===== src/rtl/scoreboard_register_file.sv =====
// Register file with a per-entry busy scoreboard for in-flight writebacks.
// Optional macro REGFILE_BYPASS_EN forwards same-cycle write data/busy onto the read ports.
module scoreboard_register_file #(
    parameter int DATA_WIDTH = 18,
    parameter int ADDR_WIDTH = 4,
    parameter int ZERO_REG   = 0
) (
    input  logic                  CPU_CLOCK,
    input  logic                  CLEAR,
    input  logic [ADDR_WIDTH-1:0] READ_REG_1,
    input  logic [ADDR_WIDTH-1:0] READ_REG_2,
    input  logic [ADDR_WIDTH-1:0] WRITE_REG,
    input  logic [DATA_WIDTH-1:0] WRITE_DATA,
    input  logic                  REG_WRITE_ENABLE,
    input  logic                  RESERVE_ENABLE,
    input  logic [ADDR_WIDTH-1:0] RESERVE_REG,
    output logic [DATA_WIDTH-1:0] READ_DATA_1,
    output logic [DATA_WIDTH-1:0] READ_DATA_2,
    output logic                  READ_BUSY_1,
    output logic                  READ_BUSY_2,
    output logic [ADDR_WIDTH:0]   BUSY_COUNT
);

    localparam int DEPTH   = 2 ** ADDR_WIDTH;
    localparam bit ZERO_EN = (ZERO_REG != 0);

    logic [DEPTH-1:0][DATA_WIDTH-1:0] regs;
    logic [DEPTH-1:0]                 busy;
    logic [DEPTH-1:0]                 busy_next;
    logic [ADDR_WIDTH:0]              busy_count;
    logic [ADDR_WIDTH:0]              count_inc;
    logic [ADDR_WIDTH:0]              count_dec;

    logic write_ok;
    logic reserve_ok;
    logic set_new;
    logic clr_old;

    logic [ADDR_WIDTH-1:0] rd_addr [2];
    logic [DATA_WIDTH-1:0] rd_data [2];
    logic [1:0]            rd_busy;

    // Entry 0 is hardwired when ZERO_REG is set, so both strobes are masked there.
    assign write_ok   = REG_WRITE_ENABLE && !(ZERO_EN && (WRITE_REG == '0));
    assign reserve_ok = RESERVE_ENABLE && !(ZERO_EN && (RESERVE_REG == '0));

    // A same-register reserve keeps the bit set, so no decrement in that case.
    assign set_new = reserve_ok && !busy[RESERVE_REG];
    assign clr_old = write_ok && busy[WRITE_REG] && !(reserve_ok && (RESERVE_REG == WRITE_REG));

    assign count_inc = {{ADDR_WIDTH{1'b0}}, set_new};
    assign count_dec = {{ADDR_WIDTH{1'b0}}, clr_old};

    always_comb begin
        busy_next = busy;
        if (write_ok) begin
            busy_next[WRITE_REG] = 1'b0;
        end
        if (reserve_ok) begin
            busy_next[RESERVE_REG] = 1'b1;
        end
    end

    always_ff @(posedge CPU_CLOCK) begin
        if (CLEAR) begin
            regs       <= '0;
            busy       <= '0;
            busy_count <= '0;
        end else begin
            if (write_ok) begin
                regs[WRITE_REG] <= WRITE_DATA;
            end
            busy       <= busy_next;
            busy_count <= busy_count + count_inc - count_dec;
        end
    end

    assign rd_addr[0] = READ_REG_1;
    assign rd_addr[1] = READ_REG_2;

    always_comb begin
        for (int p = 0; p < 2; p++) begin
            rd_data[p] = regs[rd_addr[p]];
            rd_busy[p] = busy[rd_addr[p]];
`ifdef REGFILE_BYPASS_EN
            if (write_ok && (WRITE_REG == rd_addr[p])) begin
                rd_data[p] = WRITE_DATA;
                rd_busy[p] = reserve_ok && (RESERVE_REG == rd_addr[p]);
            end
`endif
            if (ZERO_EN && (rd_addr[p] == '0)) begin
                rd_data[p] = '0;
                rd_busy[p] = 1'b0;
            end
        end
    end

    assign READ_DATA_1 = rd_data[0];
    assign READ_DATA_2 = rd_data[1];
    assign READ_BUSY_1 = rd_busy[0];
    assign READ_BUSY_2 = rd_busy[1];
    assign BUSY_COUNT  = busy_count;

endmodule

===== config.mk =====
export PLATFORM = sky130hd
export DESIGN_NAME = scoreboard_register_file
export DESIGN_NICKNAME = d
export VERILOG_FILES = /design/src/rtl/scoreboard_register_file.sv
export SDC_FILE = /design/constraint.sdc
export NUM_CORES = 1
export LEC_CHECK = 0
export CAP_MARGIN = 5
export CELL_PAD_IN_SITES_DETAIL_PLACEMENT = 0
export CELL_PAD_IN_SITES_GLOBAL_PLACEMENT = 1
export CORE_MARGIN = 1.5
export CORE_UTILIZATION = 30
export CTS_CLUSTER_SIZE = 28
export DETAILED_ROUTE_END_ITERATION = 7
export PLACE_DENSITY = 0.65
export SLEW_MARGIN = 20
export SYNTH_ARGS = -nofsm -noshare
export SYNTH_HDL_FRONTEND = slang
export SYNTH_SLANG_ARGS = --single-unit

===== constraint.sdc =====
create_clock -name CPU_CLOCK -period 4.5 [get_ports CPU_CLOCK]
set_input_delay 0.45 -clock CPU_CLOCK [delete_from_list [all_inputs] [get_ports CPU_CLOCK]]
set_output_delay 0.45 -clock CPU_CLOCK [all_outputs]
set_load 0.01 [all_outputs]

### Word-level counts from Yosys, hierarchy flattened

Index checks and enable logic that the tools add are counted.

| cells by class | value |
|---|---|
| add/sub/neg operators | 2 |
| order comparisons | 6 |
| equality and inequality tests | 1 |
| multiplexer cells | 21 |
| bitwise gates (word level) | 3 |
| reductions and logical operators | 8 |

Operator list:

| operator | number |
|---|---|
| $bwmux 288 | 1 |
| $bmux 18 s4 | 2 |
| $demux 18 s4 | 1 |
| $mux 18 | 3 |
| $mux 16 | 2 |
| $lt 4x5->1 const B | 4 |
| $and 16x16->16 | 1 |
| $bmux 1 s4 | 4 |
| $not 16->16 | 1 |
| $or 16x16->16 | 1 |
| $demux 1 s4 | 2 |
| $ge 4x1->1 const B | 2 |
| $logic_and 1x1->1 | 6 |
| $mux 1 | 6 |
| $add 5x1->5 | 1 |
| $sub 5x1->5 | 1 |
| $eq 4x4->1 | 1 |
| $logic_not 1->1 | 2 |

| word-level totals | value |
|---|---|
| bits in registers | 309 |
| input port bits | 38 |
| logic and storage cells | 59 |

### Logic depth before layout (Yosys ltp)

Gate-level depths: netlist of run 1.

| depth | value |
|---|---|
| word-level depth | 9 |
| mapped depth | 14 |
| depth with buffers taken out | 12 |

### Least setup slack after synthesis of run 1

Ideal clock, no wire load.

| path | value |
|---|---|
| path type | input -> register |
| start | in RESERVE_REG[0] |
| end | reg busy_count[4] (netlist: BUSY_COUNT[4]) |
| arrival | 3.031 ns |
| required time | 4.372 ns |
| path slack | 1.341 ns |
| stages on the path | 12 |
| cells stage by stage | clkbuf_1 > mux4_2 > a22oi_1 > nand4_1 > ha_1 > inv_1 > ha_1 > fa_1 > a21o_1 > a21oi_1 > xnor2_1 > nor2_1 |

| between the ends | value |
|---|---|
| cells in the longest elaborated chain, start to end | 6 |
| elaborated cells on any way between the ends | 10 |
| classes of those cells | add/sub (2); eq/ne (1); mux (2); reduce/logical (5) |

Ends and longest elaborated chain:

| element | RTL line | RTL |
|---|---|---|
| start: declaration | 16 | `input logic [ADDR_WIDTH-1:0] RESERVE_REG,` |
| $bmux 1 s4 | 48 | `assign set_new = reserve_ok && !busy[RESERVE_REG];` |
| $mux 1 (implied by the code) | 48 |  |
| $logic_not 1->1 | 48 |  |
| $logic_and 1x1->1 | 48 |  |
| $add 5x1->5 | 74 | `busy_count <= busy_count + count_inc - count_dec;` |
| $sub 5x1->5 * | 74 |  |
| end signal: assignment | 74 |  |
| end: declaration | 30 | `logic [ADDR_WIDTH:0] busy_count;` |

Mark *: on every way between the ends. The rest lies on a longest branch, timed or not. The select of a mux whose other input is x is not followed.
A chain may end at the register's enable or synchronous reset.

### Final worst setup path of run 1

| path | value |
|---|---|
| start | in READ_REG_2[1] |
| end | out READ_DATA_2[5] |

| between the ends | value |
|---|---|
| cells in the longest elaborated chain, start to end | 2 |

Ends and longest elaborated chain:

| element | RTL line | RTL |
|---|---|---|
| start: declaration | 11 | `input logic [ADDR_WIDTH-1:0] READ_REG_2,` |
| $bmux 18 s4 | 83 | `rd_data[p] = regs[rd_addr[p]];` |
| $mux 18 (implied by the code) | 83 |  |
| end: declaration | 18 | `output logic [DATA_WIDTH-1:0] READ_DATA_2,` |

Every way passes these cells. The select of a mux whose other input is x is not followed.

==> flow_summary.yaml, run 1 <==
final_layout:
  syn2layout_area_growth_pct: 16.4
  ff_latch_area_um2: 6190
  final_area_um2: 18400
  nets: 1705
  fill_cells: 5191
  multi_input_area_um2: 8910
  drive_gt1_frac: 0.193
pwr:
  irDropWorstVdd_mv: 0.195
  power_density_nw_per_um2: 345
  power_mw: 6.36
  p_leak_nw: 5.85
worst_setup_path:
  required_ps: 4050
  critical_path_arrival_ps: 2880
  cp-end-kind: "output port"
  crit_path_top_delay_cell: "mux4_2"
  crit_chain: "buf_4 -> buf_4 -> mux4_2 -> mux4_2 -> clkdlybuf4s50_1"
  max_stage_delay_ps: 560
  critPathLaunchType: "primary input"
  crit_path_max_fanout: 26
  worst-setup-path-type: "primary input to output port"
sta:
  skew_ps: 10.3
  worst_slack_ps: 1170
  fin_crit_sh: 0.740
  max_slew_margin: 0.244
  rsz0062_at_grt: "no"
  tightest_slew_ps: 1130
  final_hold_viol_count: 0
  fin_tns_setup_ps: 0
  holdWs_ps: 326
  max_freq_mhz: 300
  setup_viol: 0
  slew_viol_final: 0
  period_minus_slack_ps: 3330
synth:
  postSynthCellCount: 1662
  netlist_area_um2: 15800
  synthesis.nets: 1706
  synth_seq_cells: 309
  synth_edf_count: 0
  yosys-top-cells-count: "582 x nand2_1, 309 x dfxtp_1, 290 x a21oi_1"
  synth.most_common_cell: "nand2_1"
  synthArstFlopShare: 0
  avgSynthCellArea_um2: 9.51
  synth-warning-count: 0
  yosys.area.top_type_share: 0.391
  synthTopCellsByArea: "dfxtp_1 39%, mux4_2 28%, nand2_1 14%"
  synth_top_cell_by_area: "dfxtp_1"
  yosysSeqAreaShare: 0.391
  synth_flop_cell: "dfxtp_1"
  post_synth_num_cell_types: 36
die:
  rows: 83
  start_util: 0.306
  ios: 81
  die_area_um2: 54100
  dieHeight_um: 233
  design.core.area_um2: 51700
  die_w_um: 233
flow_run:
  cap_viol_max_count: 0
clocking:
  cts_root_buf: "clkbuf_16"
  clkTransAtPathRegs_ps: 60
  post_cts_buffers: 0
  cts_buffers: 36
  cts_resized: 0
  cts_tree: "yes"
  cts.sinks: 309
  cts.htree.levels: 2
  ctsHoldBuffers: 0
  clockBufferDepth: 3
  clock_latency_ps: 520
route:
  wl_per_cell_um: 25.0
  antenna_left: 0
  drt_first_pass_iters: 5
  via_count: 13000
  drcViolationCount: 0
  routed_wl_um: 59000
  via_per_inst: 5.50
  drtIter0Drc: 1170
place:
  io_buffers: 80
  gp_congestion: 0.871
  place_area_um2: 17200
  dp_hpwl_um: 36200
  pre_cts_ws_ps: 694
global_route:
  grt_pass1_wl_um: 86400
  grt_usage: 0.218
  antenna_found_initial: 1
  grt_pass1_vias: 12600
  grt_max_degree: 172
  overflow: 0
outcome:
  status: "complete, no violations"
hold_path:
  hold_path.class: "primary input to register"
[flip-flops by register name, indices dropped and copies added (netlist names)]
register / flops
BUSY_COUNT: 5
busy: 16
regs: 288
[power by group]
part | switching (mW) | leakage (nW) | internal [mW]
logic | 0.386 | 2.79 | 0.259
registers | 0.0358 | 2.50 | 2.78
clock network | 1.17 | 0.573 | 1.72
total | 1.60 | 5.85 | 4.76
[worst max-delay path, delay by kind of cell]
kind	cells	cell delay [ps]
buffers and inverters	3	1280
muxes	2	1090
[cell families after synthesis]
logic type / after synthesis / synth area share
muxes: 201 / 0.284
and+or+nand+nor: 655 / 0.165
DFF: 309 / 0.391
buffers and inverters: 174 / 0.0487
xor gates and xnor gates: 8 / 0.00443
adders and majority gates: 6 / 0.00522
AOI/OAI and AO/OA: 309 / 0.101
[cell type report]
type                    count  share of cell area
diodes                      1            0.000136
multi-input cells        1179               0.484
clock inverters             7             0.00326
flip-flops and latches    309               0.336
clock buffers              53              0.0590
inverters                   5             0.00102
well taps                 680              0.0462
repair buffers            130              0.0703
[final timing paths]
check | endpoint | cells after the start | from | slack, ps
hold reg to reg | regs[181] | 2 | regs[181] | 460
setup reg to reg | BUSY_COUNT[4] | 12 | busy[3] | 1590
setup / recovery | READ_DATA_2[5] | 5 | READ_REG_2[1] | 1170
hold / removal | regs[42] | 2 | CLEAR | 330
[routing by layer]
layer	up-vias	routed length, µm	share of wire	global-route usage
met1	6573	23600	0.40	0.273
met2	480	29900	0.51	0.378
li1	5844	-	-	-
met5	-	0	0	0
met3	103	3680	0.062	0.0374
met4	0	1780	0.030	0.0732
[through the flow]
stage	util	cells
floorplan	-	1662
global placement	0.333	2302
detailed placement	0.333	2302
CTS	0.355	2362
global route	0.356	2363
finish	0.356	2364
[placed cells by master, fill, tap and decap left out, types with 6 or more instances in the layout]
cell               n
a22oi_1           13
nor2b_1            6
dfxtp_1          309
clkbuf_1           6
clkinv_2           6
buf_12             9
clkdlybuf4s50_1   73
nor2_1            22
nand2_1          582
nand3_1            6
clkbuf_8          10
nor3_4             7
clkbuf_16         37
mux4_2           198
buf_4             44
a21oi_1          290
No activity file was read; power rests on OpenSTA's default activity.
==> run 2, diff against run 1 <==
- clock period: 4.5 -> 3.5 ns (I/O delays scaled with it)
==> run 2 against run 1 <==
Core utilization up 0.40 points. First-iteration DRC count rose by 20%. Clock power rose by 29%. Worst hold slack lost 57 ps. Routed wire length decreased by 0.97%. Worst setup slack worse by 700 ps. Non-clock buffer count grew 16. Global-route usage decreased by 0.15 points. Via count increased by 1.4%. Sequential power increased by 28%. Combinational power grew 31%. Register-to-register slack worse by 940 ps.
==> flow_summary.yaml, run 2 (synthesis gave the netlist of run 1 again) <==
route:
  antenna_left: 0
  drcViolationCount: 0
  routed_wl_um: 58400
  via_count: 13200
  wl_per_cell_um: 24.5
  drt_first_pass_iters: 5
  via_per_inst: 5.54
  drtIter0Drc: 1403
final_layout:
  nets: 1720
  n_antenna_cell: 0
  largest_register: "regs"
  final_area_um2: 18600
  layout_commonest_cell: "nand2_1"
  syn2layout_area_growth_pct: 17.7
  drive_gt1_frac: 0.201
  final_cell_mix: "582 x nand2_1, 309 x dfxtp_1, 290 x a21oi_1"
  largest_reg_flops: 288
global_route:
  grt_pass1_vias: 13000
  antenna_found_initial: 0
  grt_pass1_wl_um: 85700
  grt_max_degree: 105
  overflow: 0
  grt_usage: 0.216
sta:
  holdWs_ps: 268
  max_freq_mhz: 330
  final_hold_viol_count: 0
  rsz0062_at_grt: "no"
  slew_viol_final: 0
  max_slew_margin: 0.445
  period_minus_slack_ps: 3030
  tightest_slew_ps: 830
  fin_crit_sh: 0.867
  skew_ps: 15.5
  setup_viol: 0
pwr:
  internal_power_mw: 6.09
  power_density_nw_per_um2: 440
  power_mw: 8.19
  power_frac_comb: 0.103
  seqPwrFrac: 0.442
  p_leak_nw: 5.94
  clkPwrFrac: 0.454
  irDropWorstVdd_mv: 0.280
  switching_share: 0.257
  switchingPower_mw: 2.10
clocking:
  cts_resized: 0
  cts.sinks: 309
  cts_buffers: 35
  cts.htree.levels: 2
  post_cts_buffers: 0
  cts_root_buf: "clkbuf_16"
  clockBufferDepth: 3
  cts_tree: "yes"
  clock_latency_ps: 530
  clkTransAtPathRegs_ps: 60
  ctsHoldBuffers: 0
worst_setup_path:
  required_ps: 3910
  cp-end-kind: "register"
  critPathLaunchType: "primary input"
  critical_path_arrival_ps: 3450
  worst-setup-path-type: "primary input to register"
  max_stage_delay_ps: 650
  crit_chain: "clkdlybuf4s50_1 -> mux4_2 -> mux2i_1 -> mux2i_1 -> and3_1 -> ha_1 -> inv_1 -> ha_1 -> fa_1 -> a21o_1 -> a21oi_1 -> xnor2_1 -> nor2_1"
  critPathBufInv: 2
  crit_path_top_delay_cell: "clkdlybuf4s50_1"
  crit_family: "adder cells"
  crit_path_max_fanout: 5
place:
  io_buffers: 80
  gp_congestion: 0.861
  dp_hpwl_um: 36600
  place_area_um2: 17500
die:
  die_w_um: 233
  start_util: 0.306
  design.core.area_um2: 51700
  rows: 83
  ios: 81
  dieHeight_um: 233
  die_area_um2: 54100
outcome:
  status: "complete, no violations"
flow_run:
  cap_viol_max_count: 0
hold_path:
  hold_path.class: "primary input to register"
## run 2: cell types whose count changed in the layout (fill, tap and decap cells not counted), sizes merged
cell      before  now
bufinv         1    2
clkbuf        53   47
buf           57   73
clkinvlp       0    2
clkinv         6    9
inv            5    6
diode          1    0
## run 2: per-layer routing
metal | global-route usage | part of all wire | up-vias
met1 | 0.289 | 0.42 | 6577
met4 | 0.106 | 0.052 | 0
met3 | 0.0314 | 0.067 | 152
met2 | 0.342 | 0.46 | 584
met5 | 0 | 0 | -
li1 | - | - | 5875
## run 2: worst paths after layout
check | startpoint | endpoint | slack (ps) | cells after the start
worst max-delay path | WRITE_REG[0] | BUSY_COUNT[4] | 470 | 13
worst min-delay path | CLEAR | regs[96] | 270 | 2
worst max register to register | busy[7] | BUSY_COUNT[4] | 650 | 12
worst min register to register | regs[200] | regs[200] | 460 | 2
## run 2: through the flow
step | cells | util | setup WS (ps) | setup TNS (ps)
after global routing | 2380 | 0.360 | 283 | 0
after CTS | 2380 | 0.360 | 470 | 0
after floorplan | 1662 | - | 441 | 0
after detailed placement | 2319 | 0.338 | -95.5 | -95.5
final | 2380 | 0.360 | 467 | 0
after global placement | 2319 | 0.338 | -84.4 | -84.4
## run 2: final cells by class
cell class,instances,area (µm²)
Clock inverter,14,140
Fill cell,5145,33100
Sequential cell,309,6190
Multi-Input combinational cell,1179,8910
Inverter,5,18.8
Tap cell,680,851
Timing Repair Buffer,146,1510
Clock buffer,47,1000
## run 2: power by group through the flow
stage | clock network (mW) | registers (mW) | logic (mW)
final | 3.72 | 3.62 | 0.846
after global routing | 3.94 | 3.63 | 0.904
after CTS | 3.80 | 3.62 | 0.849
after detailed placement | 0 | 3.70 | 0.847
after global placement | 0 | 3.70 | 0.844
after floorplan | 0 | 3.70 | 0.531
## run 2: worst register-to-register path, stage by stage, from the launching register on
cell and delay, ps:
dfxtp_1 360, mux4_2 480, mux2i_1 140, mux2i_1 90
and3_1 180, ha_1 270, inv_1 40, ha_1 200
fa_1 430, a21o_1 200, a21oi_1 170, xnor2_1 140
nor2_1 50
==> run 3, diff against run 2 <==
- RECOVER_POWER: not set -> 25
==> run 3 against run 2 <==
The flow now finishes with violations (max-capacitance violations, max-slew violations). Combinational power shrank 0.9%. Non-clock buffer count is the same. First-iteration DRC count shrank 1.6%. Register-to-register slack is essentially flat. Core utilization shrank 0.080 points. Die area is the same. Routed wire length is essentially flat. Final cell count is the same. Clock skew is essentially flat. Sequential share of layout area grew 0.074 points. Clock power is essentially flat. Fmax shrank 2.2%. Critical endpoint unchanged. Largest power group unchanged.
==> flow_summary.yaml, run 3 (synthesis gave the netlist of run 1 again) <==
flow_run:
  cap_viol_max_count: 1
place:
  place_area_um2: 17500
  dp.cells: 2319
  pre_cts_ws_ps: -95.5
  gp_congestion: 0.861
  io_buffers: 80
  dp_hpwl_um: 36600
sta:
  fin_crit_sh: 0.886
  max_freq_mhz: 322
  slew_viol_final: 19
  tightest_slew_ps: 1730
  fin_tns_setup_ps: 0
  worst_slack_ps: 398
  final_hold_viol_count: 0
  max_slew_margin: -0.150
  skew_ps: 15.2
  rsz0062_at_grt: "no"
  period_minus_slack_ps: 3100
  setup_viol: 0
worst_setup_path:
  crit_path_top_delay_cell: "dlygate4sd3_1"
  critPathBufInv: 2
  worst-setup-path-type: "primary input to register"
  max_stage_delay_ps: 720
  cp-end-kind: "register"
  critPathLaunchType: "primary input"
  r2r-end: "BUSY_COUNT[4]"
  path_depth: 13
  startpoint: "WRITE_REG[0]"
  crit_path_end: "BUSY_COUNT[4]"
  reg2reg_slack_ps: 650
  crit_chain: "dlygate4sd3_1 -> mux4_2 -> mux2i_1 -> mux2i_1 -> and3_1 -> ha_1 -> inv_1 -> ha_1 -> fa_1 -> a21o_1 -> a21oi_1 -> xnor2_1 -> nor2_1"
  critical_path_arrival_ps: 3510
  crit_family: "adder cells"
  regToRegStartpoint: "busy[7]"
  required_ps: 3910
  crit_path_max_fanout: 5
  reg2regPathDepth: 12
die:
  die_w_um: 233
  ios: 81
  die_area_um2: 54100
  rows: 83
  design.core.area_um2: 51700
  dieHeight_um: 233
  start_util: 0.306
final_layout:
  final_cell_mix: "582 x nand2_1, 309 x dfxtp_1, 290 x a21oi_1"
  syn2layout_area_growth_pct: 17.5
  n_antenna_cell: 0
  final_area_um2: 18600
  ff_latch_area_um2: 6190
  drive_gt1_frac: 0.196
  instances_no_fill: 2380
  largest_register: "regs"
  largest_reg_flops: 288
  nets: 1720
  layout_commonest_cell: "nand2_1"
  fill_cells: 5156
  multi_input_area_um2: 8900
global_route:
  grt_usage: 0.216
  antenna_found_initial: 0
  grt_max_degree: 105
  grt_pass1_vias: 13000
  grt_pass1_wl_um: 85700
  overflow: 0
route:
  wl_per_cell_um: 24.5
  routed_wl_um: 58400
  drt_first_pass_iters: 5
  via_per_inst: 5.55
  drtIter0Drc: 1381
  antenna_left: 0
  drcViolationCount: 0
  via_count: 13200
clocking:
  clock_latency_ps: 530
  clockBufferDepth: 3
  cts_resized: 0
  cts.sinks: 309
  post_cts_buffers: 0
  ctsHoldBuffers: 0
  clkTransAtPathRegs_ps: 60
  cts.htree.levels: 2
  cts_buffers: 35
  cts_tree: "yes"
  cts_root_buf: "clkbuf_16"
pwr:
  power_frac_comb: 0.102
  internal_power_mw: 6.08
  switchingPower_mw: 2.11
  switching_share: 0.257
  p_leak_nw: 5.92
  power_mw: 8.19
  irDropWorstVdd_mv: 0.283
  power_density_nw_per_um2: 441
  clkPwrFrac: 0.455
  seqPwrFrac: 0.443
hold_path:
  hold_path.class: "primary input to register"
  hp-start: "CLEAR"
outcome:
  violations: "max-capacitance violations, max-slew violations"
  status: "finished, violations left"
[run 3: stage by stage]
step	hold WS, ps	utilization
floorplan	443	-
global placement	448	0.338
CTS	274	0.360
global route	296	0.359
detailed placement	457	0.338
finish	268	0.359
[run 3: cell type report]
type / instances / share of cell area
Clock inverter: 14 / 0.00754
Timing Repair Buffer: 146 / 0.0795
Multi-Input combinational cell: 1179 / 0.479
Inverter: 5 / 0.00101
Tap cell: 680 / 0.0458
Sequential cell: 309 / 0.333
Clock buffer: 47 / 0.0540
[run 3: worst register-to-register path: cells and delay by family (launching register included)]
family	cells	cell delay, ps
compound gates	2	370
xor+xnor	1	130
fa+ha+maj	3	900
buf+inv	1	40
flops	1	350
mux	3	710
simple gates	2	230
[run 3: power by group through the flow]
stage	combinational, mW	sequential, mW	clock, mW
global route	0.896	3.63	3.94
finish	0.838	3.62	3.73
CTS	0.849	3.62	3.80
floorplan	0.531	3.70	0
global placement	0.844	3.70	0
detailed placement	0.847	3.70	0
[run 3: worst min path at each step]
stage	to	slack, ps	cells past startpoint
CTS	regs[240]	270	2
global placement	regs[270]	450	2
detailed placement	regs[200]	460	2
finish	regs[96]	270	2
global route	regs[168]	300	2
floorplan	regs[108]	440	2
[run 3: metal layers]
layer	global-route usage	share of wire	up-vias
li1	-	-	5869
met1	0.289	0.42	6593
met2	0.342	0.46	587
met3	0.0314	0.070	162
met4	0.106	0.052	0
met5	0	0	-
